**src/rtl/pipe_stage_latch_if.sv**
```systemverilog
// Handshake bundle for one pipeline-stage boundary.
// slave = the stage register, master = the driving side.
interface pipe_stage_latch_if #(
  parameter int PC_W    = 16,
  parameter int INSTR_W = 16
);
  logic               in_valid;
  logic               in_ready;
  logic [PC_W-1:0]    pc_in;
  logic [INSTR_W-1:0] instr_in;
  logic               out_valid;
  logic               out_ready;
  logic [PC_W-1:0]    pc_out;
  logic [INSTR_W-1:0] instr_out;
  logic [1:0]         occupancy;

  modport slave (
    input  in_valid, pc_in, instr_in, out_ready,
    output in_ready, out_valid, pc_out, instr_out,
           occupancy
  );

  modport master (
    output in_valid, pc_in, instr_in, out_ready,
    input  in_ready, out_valid, pc_out, instr_out,
           occupancy
  );
endinterface

```
**src/rtl/pipe_stage_latch.sv**
```systemverilog
// Pipeline-stage register: single latch or 2-entry skid.
// Empty slots present NOP_INSTR downstream.
module pipe_stage_latch #(
  parameter int                 PC_W      = 16,
  parameter int                 INSTR_W   = 16,
  parameter logic [INSTR_W-1:0] NOP_INSTR = 'h0800,
  parameter int unsigned        SKID      = 1
) (
  input  logic                 clk,
  input  logic                 rst,
  input  logic                 flush,
  pipe_stage_latch_if.slave    bus
);

  typedef enum logic [1:0] {
    EMPTY = 2'd0,
    ONE   = 2'd1,
    FULL  = 2'd2
  } state_t;

  state_t             state_q;
  state_t             state_d;
  logic [PC_W-1:0]    head_pc;
  logic [INSTR_W-1:0] head_instr;
  logic [PC_W-1:0]    skid_pc;
  logic [INSTR_W-1:0] skid_instr;
  logic               head_v;
  logic               skid_v;
  logic               accept;
  logic               consume;
  logic               load_head;
  logic               load_skid;
  logic               move;

  assign head_v = (state_q != EMPTY);
  assign skid_v = (state_q == FULL);

  assign bus.out_valid = head_v;
  assign bus.pc_out    = head_pc;
  assign bus.instr_out = head_v ? head_instr
                                : NOP_INSTR;
  assign bus.occupancy = {1'b0, head_v}
                       + {1'b0, skid_v};

  // Skid mode decouples in_ready from out_ready.
  assign bus.in_ready = (SKID != 0) ? ~skid_v
                      : (~head_v | bus.out_ready);

  assign accept  = bus.in_valid & bus.in_ready;
  assign consume = head_v & bus.out_ready;

  // Next state and slot-load strobes; flush wins over moves.
  always_comb begin
    state_d   = state_q;
    load_head = 1'b0;
    load_skid = 1'b0;
    move      = 1'b0;
    unique case (state_q)
      EMPTY: begin
        if (accept) begin
          state_d   = ONE;
          load_head = 1'b1;
        end
      end
      ONE: begin
        if (consume && accept) begin
          load_head = 1'b1;
        end else if (consume) begin
          state_d = EMPTY;
        end else if (accept) begin
          state_d   = FULL;
          load_skid = 1'b1;
        end
      end
      FULL: begin
        if (consume) begin
          state_d = ONE;
          move    = 1'b1;
        end
      end
      default: state_d = EMPTY;
    endcase
    if (flush) begin
      state_d = EMPTY;
    end
  end

  // State and data registers; data moves only on strobes.
  always_ff @(posedge clk) begin
    if (rst) begin
      state_q    <= EMPTY;
      head_pc    <= '0;
      head_instr <= '0;
      skid_pc    <= '0;
      skid_instr <= '0;
    end else begin
      state_q <= state_d;
      if (load_head) begin
        head_pc    <= bus.pc_in;
        head_instr <= bus.instr_in;
      end else if (move) begin
        head_pc    <= skid_pc;
        head_instr <= skid_instr;
      end
      if (load_skid) begin
        skid_pc    <= bus.pc_in;
        skid_instr <= bus.instr_in;
      end
    end
  end

endmodule

```
**src/flat_wrapper.sv**
```systemverilog
// flat-port wrapper written by rule: the top's interface ports become plain ports
module pipe_stage_latch_flat 
#(
  parameter int                 PC_W      = 16,
  parameter int                 INSTR_W   = 16,
  parameter logic [INSTR_W-1:0] NOP_INSTR = 'h0800,
  parameter int unsigned        SKID      = 1
)
  (clk, rst, flush, bus_in_valid, bus_pc_in, bus_instr_in, bus_out_ready, bus_in_ready, bus_out_valid, bus_pc_out, bus_instr_out, bus_occupancy);
  pipe_stage_latch_if #(.PC_W(PC_W), .INSTR_W(INSTR_W)) bus_i ();
  input  logic clk;
  input  logic rst;
  input  logic flush;
  input wire logic [$bits(bus_i.in_valid)-1:0] bus_in_valid;
  input wire logic [$bits(bus_i.pc_in)-1:0] bus_pc_in;
  input wire logic [$bits(bus_i.instr_in)-1:0] bus_instr_in;
  input wire logic [$bits(bus_i.out_ready)-1:0] bus_out_ready;
  output wire logic [$bits(bus_i.in_ready)-1:0] bus_in_ready;
  output wire logic [$bits(bus_i.out_valid)-1:0] bus_out_valid;
  output wire logic [$bits(bus_i.pc_out)-1:0] bus_pc_out;
  output wire logic [$bits(bus_i.instr_out)-1:0] bus_instr_out;
  output wire logic [$bits(bus_i.occupancy)-1:0] bus_occupancy;
  assign bus_i.in_valid = bus_in_valid;
  assign bus_i.pc_in = bus_pc_in;
  assign bus_i.instr_in = bus_instr_in;
  assign bus_i.out_ready = bus_out_ready;
  assign bus_in_ready = bus_i.in_ready;
  assign bus_out_valid = bus_i.out_valid;
  assign bus_pc_out = bus_i.pc_out;
  assign bus_instr_out = bus_i.instr_out;
  assign bus_occupancy = bus_i.occupancy;
  pipe_stage_latch #(.PC_W(PC_W), .INSTR_W(INSTR_W), .NOP_INSTR(NOP_INSTR), .SKID(SKID)) u_core (.clk(clk), .rst(rst), .flush(flush), .bus(bus_i));
endmodule
```
**config.mk**
```make
export PLATFORM = sky130hd
export DESIGN_NAME = pipe_stage_latch_flat
export DESIGN_NICKNAME = d
export VERILOG_FILES = /design/src/rtl/pipe_stage_latch_if.sv /design/src/rtl/pipe_stage_latch.sv /design/src/flat_wrapper.sv
export SDC_FILE = /design/constraint.sdc
export NUM_CORES = 1
export LEC_CHECK = 0
export CORE_MARGIN = 2
export CORE_UTILIZATION = 44
export CTS_CLUSTER_DIAMETER = 40
export DETAILED_ROUTE_END_ITERATION = 12
export GPL_TIMING_DRIVEN = 0
export PLACE_DENSITY_LB_ADDON = 0.1
export SYNTH_ARGS = -nofsm -noshare
export SYNTH_HDL_FRONTEND = slang
export SYNTH_SLANG_ARGS = --single-unit
```
**constraint.sdc**
```tcl
create_clock -name clk -period 1.9 [get_ports clk]
set_clock_uncertainty 0.1 [all_clocks]
set_input_delay 0.38 -clock clk [delete_from_list [all_inputs] [get_ports clk]]
set_output_delay 0.38 -clock clk [all_outputs]
set_load 0.03 [all_outputs]
```
# Word level (Yosys, flattened, before mapping)
# Index checks and enable logic that the tools add are counted.
# op_classes
addsub,1
n_eq_ne,6
n_mux,19
bitwise,3
reduce_logical,6
# op_table
operator,n
16-bit two-way mux,5
2-bit two-way mux,5
1-bit two-way mux,7
2-bit case mux with 3 select lines,1
2-bit inequality test (second input constant),2
4-bit AND reduction,1
2-bit nonzero test,2
3-bit by 1-bit inequality test with 1-bit output (second input constant),1
1-bit by 1-bit adder with 2-bit output,1
1-bit AND,2
2-bit by 1-bit equality test with 1-bit output (second input constant),1
2-bit equality test (second input constant),1
2-bit zero test,1
2-bit by 1-bit inequality test with 1-bit output (second input constant),1
1-bit case mux with 2 select lines,1
2-bit OR reduction,1
1-bit logical AND,1
1-bit NOT,1
# word_totals
reg_bits,66
output_inout_bits,36
wordCells,40

# Logic depth before layout (Yosys ltp)
# Gate-level depths: netlist of run 1.
# logic_depth
ltp_word,7
depth_mapped,7

# Least setup slack after synthesis of run 1
# OpenSTA, ideal clock, no wires.
# synth_path
path_kind,flip-flop to output port
from,register u_core.state_q[1]
to,output port bus_occupancy[0]
arrival_time_ns,1.801
t_required_ns,1.420
slack_ns,-0.381
stages_incl_launch_ff,6
n_path_buf,1
path_cell_list,dfxtp_1 buf_6 nor2b_1 inv_1 ha_1 inv_1
# synth_via
elab_chain_len,2
word_cells_on_any_way,3
classes_between,1 x add/sub; 1 x eq/ne; 1 x reduce/logical
# synth_lines
item,line_no,text
"start, declared",pipe_stage_latch.sv:21,state_t state_q;
"start signal, assigned",pipe_stage_latch.sv:97,state_q <= state_d;
2-bit equality test or 2-bit nonzero test (tied branches),"pipe_stage_latch.sv:36, pipe_stage_latch.sv:35",
1-bit by 1-bit adder with 2-bit output *,pipe_stage_latch.sv:43,"+ {1'b0, skid_v};"
"end, declared",flat_wrapper.sv:22,output wire logic [$bits(bus_i.occupancy)-1:0] bus_occupancy;
# Every way passes the cells marked *; elsewhere a longest branch is shown, timed or not.

# Worst setup path after layout of run 1
# Same ends and word-level chain as after synthesis.

==> flow_summary.json, run 1 <==
{
  "netlist_area_mm2": 0.00297,
  "synthMuxAreaShare_pct": 0,
  "hold_violations": 0,
  "synth_async_sr_flop_share_pct": 0,
  "violations": "negative setup slack",
  "grt_pass1_vias": 2358,
  "die_h_um": 86.1,
  "crit_type": "flip-flop to output pin",
  "cts-htree-levels": 3,
  "setup_violations": 11,
  "stdcell_count": 500,
  "synth-simple-area-share_pct": 15.2,
  "arrival_ns": 1.48,
  "first_pass_iters": 4,
  "powerDensity_mw_per_mm2": 842,
  "cts_tree": "yes",
  "path_clk_slew_ns": 0.07,
  "switchingPower_w": 0.000841,
  "relSlewSlack_pct": 68.4,
  "area_growth_pct": 39.7,
  "rows": 29,
  "clock_power_share_pct": 42.2,
  "numPlacedInstances": 473,
  "slew_violations": 0,
  "synth_nets": 364,
  "fmax_mhz": 510,
  "crit_path_end_kind": "output pin",
  "crit_fanout": 6,
  "pwr-share-comb_pct": 15.2,
  "p_leak_nw": 1.55,
  "rrSetupSlack_ns": 0.23,
  "syn_inst": 326,
  "min_period_over_period_pct": 103,
  "rsz0062_at_grt": "true",
  "yosys.area_share.adder_pct": 0.421,
  "hp-class": "primary input to flip-flop",
  "grt_pass1_wl_mm": 11.8,
  "fin_crit_ns": 1.96,
  "intPower_w": 0.00265,
  "max_cap_viol_count": 0,
  "diodes": 0,
  "portBuffers": 70,
  "synthXorXnorAreaFrac_pct": 0.295,
  "power.share.sequential_pct": 42.6,
  "dieArea_mm2": 0.00742,
  "drive_gt1_share_pct": 28.4,
  "cts-buffers-inserted": 9,
  "synth-compound-area-share_pct": 28.0,
  "ys_seq_elements": 66,
  "synth_flop_cell": "dfxtp_1",
  "drtAntennaViolNets": 0,
  "drt_iter0_markers": 108,
  "yosys_warnings": 0,
  "clkLatencyLatePin_ns": 0.35,
  "grt_max_degree": 12,
  "grt_usage_pct": 20.4,
  "ir_worst_vdd_mv": 0.643,
  "vias": 2559,
  "fin_ws_ns": -0.0611,
  "start_util_pct": 46.2,
  "synth_top_family_by_area": "compound AO/OA/AOI/OAI gates",
  "routed_wl_mm": 7.22,
  "nFillCells": 566,
  "via_per_inst": 5.12,
  "status": "finished, violations left",
  "dp_hpwl_mm": 4.78,
  "drt-wirelength-per-cell_um": 14.4,
  "yosysUniqueCellTypes": 33,
  "yosysSeqAreaShare_pct": 44.5,
  "clockBufferDepth": 2,
  "clock_sinks": 66,
  "boundaryPins": 73,
  "drc_errors": 0,
  "final_net_count": 456,
  "core_area_mm2": 0.00642,
  "final_core_utilization_pct": 64.6,
  "totalPowerFinal_w": 0.00349,
  "worst_slew_pin_slew_ns": 0.462,
  "overflow": 0,
  "pre_cts_ws_ns": -0.740,
  "cp_data_required_time_ns": 1.42,
  "swShare_pct": 24.1,
  "avgSynthCellArea_um2": 9.11,
  "gp_congestion": 0.827,
  "clockRootBuffer": "clkbuf_8",
  "antenna_found_initial": 0,
  "critPathLaunchType": "flip-flop",
  "synth_edf_count": 0,
  "die_x_um": 86.1
}
-- Yosys cell counts, types with 2 or more instances --
library cell	n	area, um2
clkbuf_1	4	15.0
nor3_1	2	10.0
buf_12	2	40.0
o211ai_1	2	15.0
dfxtp_1	66	1320
nand2_1	65	244
a21oi_2	28	245
a21oi_1	37	185
buf_2	15	75.1
a32oi_1	2	17.5
o221a_2	7	78.8
and2b_1	10	75.1
nor2b_1	7	43.8
inv_1	33	124
buf_6	6	67.6
o221a_1	23	259
-- cells in the final DEF, fill, tap and decap left out, drive strengths merged, types with 3 or more instances in the layout --
master / instances
o221a: 30
bufinv: 3
nand2: 65
clkbuf: 16
and2b: 10
buf: 53
dfxtp: 66
clkdlybuf4s50: 49
nor2b: 8
inv: 33
a21oi: 65
-- cell families after synthesis --
kind of cell / after synthesis
AOI/OAI and AO/OA: 103
and+or+nand+nor: 93
DFF: 66
buffers and inverters: 62
xor gates and xnor gates: 1
adders and majority gates: 1
-- area by class of cell --
class,instances,area [um2],area share [%]
plain buffers,27,209,5.04
clock buffers,11,151,3.65
clock inverters,5,100,2.41
inverters,33,126,3.05
multi-input cells,198,1350,32.5
flip-flops and latches,66,1330,32.0
well taps,77,96.3,2.32
repair buffers,83,791,19.1
-- critical path, stage by stage (launching register included) --
cell	delay (ns)
dfxtp_2	0.35
nor2_4	0.18
buf_8	0.16
inv_4	0.04
ha_4	0.25
inv_2	0.03
buf_6	0.12
-- stage by stage --
stage	instance area, um2	hold slack (ns)	TNS, ns
finish	4150	0.287	-0.317
global route	4150	0.279	-0.969
detailed placement	3780	0.346	-8.21
floorplan	2980	0.336	0
CTS	4130	0.282	-1.59
global placement	3780	0.341	-8.27
-- sequential cells by signal, indices dropped and copies added (netlist names) --
name,flops
u_core.head_instr,16
u_core.bus.pc_out,16
u_core.skid_pc,16
u_core.state_q,2
u_core.skid_instr,16
-- what timing repair did --
item / CTS / global route
cloned: 0 / 0
setup endpoints to repair: 21 / 19
hold buffers: 0 / 0
pin swaps: 1 / 2
setup buffers: 11 / 2
gates resized for setup: 115 / 15
-- metal layers --
layer  track usage, %  up-vias  part of all wire, %
li1                 -     1294                    -
met1             26.9     1188                   46
met2             31.6       65                   47
met3             5.49       12                  5.1
met4             8.51        0                  1.7
met5                0        -                    0
-- path summary, 6_finish.rpt --
| kind | startpoint | depth (start not counted) | end |
|---|---|---|---|
| setup / recovery | u_core.state_q[1] | 6 | bus_occupancy[0] |
| hold / removal | rst | 2 | u_core.skid_pc[15] |
| setup reg to reg | u_core.state_q[1] | 6 | u_core.state_q[0] |
| hold reg to reg | u_core.skid_instr[2] | 2 | u_core.skid_instr[2] |
-- power groups by stage --
stage / clock [W] / combinational (W) / sequential [W]
floorplan: 0 / 0.000226 / 0.00156
finish: 0.00148 / 0.000531 / 0.00149
CTS: 0.00151 / 0.000527 / 0.00148
global route: 0.00156 / 0.000568 / 0.00149
detailed placement: 0 / 0.000496 / 0.00152
global placement: 0 / 0.000493 / 0.00151
Note: power is estimated with default switching activity, not from simulation.
==> inputs of run 2 (changes only) <==
--- a/config.mk
+++ b/config.mk
@@ -6,7 +6,7 @@
 export NUM_CORES = 1
 export LEC_CHECK = 0
 export CORE_MARGIN = 2
-export CORE_UTILIZATION = 44
+export CORE_UTILIZATION = 49
 export CTS_CLUSTER_DIAMETER = 40
 export DETAILED_ROUTE_END_ITERATION = 12
 export GPL_TIMING_DRIVEN = 0
==> constraint.sdc (replaced) <==
create_clock -name clk -period 2.1 [get_ports clk]
set_clock_uncertainty 0.1 [all_clocks]
set_input_delay 0.42 -clock clk [delete_from_list [all_inputs] [get_ports clk]]
set_output_delay 0.42 -clock clk [all_outputs]
set_load 0.03 [all_outputs]
==> run 2 against run 1 <==
  * The run now ends clean
  * Power down 21%
  * First-iteration DRC count fell by 6.5%
  * Critical path depth grew 1
  * Sequential share of layout area is 1.2 points higher
  * Register-to-register slack improved by 0.13 ns
  * Sequential power decreased by 9%
  * Clock-buffer cell count rose by 2
  * Via count fell by 2.0%
  * Critical path type unchanged
  * Worst hold slack better by 0.066 ns
  * Routed wire length fell by 2.9%
  * Critical endpoint unchanged
  * Die area fell by 9.7%
  * Highest routed layer unchanged
==> flow_summary.json, run 2 (synthesis gave the netlist of run 1 again) <==
{
  "core_area_mm2": 0.00589,
  "layout.area.seq_mm2": 0.00132,
  "via_per_inst": 5.11,
  "diodes": 0,
  "cp_data_required_time_ns": 1.58,
  "fin_ws_ns": 0.0345,
  "cts-buffers-inserted": 9,
  "r2r_start": "u_core.state_q[0]",
  "die_x_um": 81.8,
  "drive_gt1_share_pct": 25.2,
  "min_period_over_period_pct": 98.4,
  "fmax_mhz": 484,
  "area_growth_pct": 34.2,
  "powerDensity_mw_per_mm2": 691,
  "grt_usage_pct": 22.9,
  "worstSetupEndpoint": "bus_occupancy[0]",
  "dp_hpwl_mm": 4.79,
  "boundaryPins": 73,
  "relSlewSlack_pct": 68.9,
  "cts-htree-levels": 3,
  "crit_fanout": 8,
  "rsz0062_at_grt": "true",
  "fin_crit_ns": 2.07,
  "mostFrequentLayoutCells": "65 x nand2_1, 64 x dfxtp_1, 50 x clkdlybuf4s50_1",
  "ir_worst_vdd_mv": 0.486,
  "pre_cts_ws_ns": -0.841,
  "crit_type": "flip-flop to output pin",
  "status": "finished clean",
  "p_leak_nw": 1.46,
  "final_core_utilization_pct": 67.7,
  "antenna_found_initial": 0,
  "drc_errors": 0,
  "rr_endpoint": "u_core.bus.pc_out[13]",
  "start_util_pct": 50.4,
  "hp-class": "primary input to flip-flop",
  "crit_path_end_kind": "output pin",
  "final_area_mm2": 0.00399,
  "place_area_mm2": 0.00377,
  "critPathLaunchType": "flip-flop",
  "clockRootBuffer": "clkbuf_8",
  "crit_start": "u_core.state_q[0]",
  "drtAntennaViolNets": 0,
  "totalPowerFinal_w": 0.00275,
  "grt_pass1_wl_mm": 11.5,
  "worst_slew_pin_slew_ns": 0.466,
  "die_h_um": 81.8,
  "path_clk_slew_ns": 0.06,
  "rrSetupSlack_ns": 0.36,
  "cts_tree": "yes",
  "nFillCells": 514,
  "first_pass_iters": 5,
  "final_net_count": 450,
  "drt_iter0_markers": 101,
  "r2r_cells": 7,
  "clkLatencyLatePin_ns": 0.34,
  "drt-wirelength-per-cell_um": 14.3,
  "vias": 2507,
  "hold_violations": 0,
  "clockBufferDepth": 2,
  "portBuffers": 70,
  "setup_violations": 0,
  "final_common_cell": "nand2_1",
  "multiInputGateArea_mm2": 0.00133,
  "dieArea_mm2": 0.00670,
  "gp_congestion": 0.787,
  "overflow": 0,
  "grt_max_degree": 11,
  "slew_violations": 0,
  "arrival_ns": 1.55,
  "grt_pass1_vias": 2444,
  "routed_wl_mm": 7.01,
  "max_cap_viol_count": 0,
  "rows": 28,
  "clock_sinks": 66
}
[run 2: power by group]
part           switching, W  internal (W)
Sequential        0.0000324       0.00131
Combinational      0.000237      0.000227
Clock              0.000459      0.000485
Total              0.000728       0.00203
[run 2: what timing repair did]
| action | CTS | global route |
|---|---|---|
| pin swaps | 1 | 2 |
| hold buffers | 0 | 0 |
| gates resized for setup | 69 | 14 |
| setup endpoints to repair | 21 | 12 |
| buffers inserted | 2 | 4 |
[run 2: worst max-delay path, stage by stage, from the launching register on]
cell and delay, ns:
dfxtp_2 0.31, buf_6 0.12, nor2_4 0.16, buf_8 0.16, inv_4 0.04, ha_4 0.25
inv_2 0.03, buf_6 0.12
[run 2: area by class of cell]
cell class	instances	share of cell area (%)
multi-input cells	198	33.3
flip-flops and latches	66	33.2
repair buffers	76	18.1
plain buffers	28	5.53
clock buffers	13	3.99
inverters	33	3.17
well taps	75	2.35
clock inverters	2	0.314
[run 2: worst min-delay path by stage]
stage | start | to | slack, ns | depth (start not counted)
after global routing | rst | u_core.head_instr[0] | 0.35 | 2
after CTS | rst | u_core.head_instr[0] | 0.35 | 2
after floorplan | u_core.skid_instr[0] | u_core.skid_instr[0] | 0.34 | 2
after global placement | u_core.skid_pc[13] | u_core.skid_pc[13] | 0.34 | 2
final | rst | u_core.head_instr[0] | 0.35 | 2
after detailed placement | u_core.skid_instr[8] | u_core.skid_instr[8] | 0.35 | 2
[run 2: routing by layer]
| layer | vias to the layer above | share of wire [%] | wire length, um | global-route usage, % |
|---|---|---|---|---|
| met5 | - | 0 | 0 | 0 |
| met4 | 0 | 1.5 | 102 | 7.67 |
| met3 | 11 | 5.9 | 413 | 7.25 |
| met2 | 68 | 47 | 3320 | 37.2 |
| met1 | 1152 | 45 | 3170 | 28.6 |
| li1 | 1276 | - | - | - |
[run 2: through the flow]
| step | cells | setup TNS, ns | hold WS (ns) |
|---|---|---|---|
| after detailed placement | 471 | -7.27 | 0.346 |
| after global placement | 471 | -6.58 | 0.341 |
| after CTS | 488 | -0.118 | 0.347 |
| after floorplan | 326 | 0 | 0.336 |
| final | 491 | 0 | 0.353 |
| after global routing | 491 | -0.0206 | 0.346 |
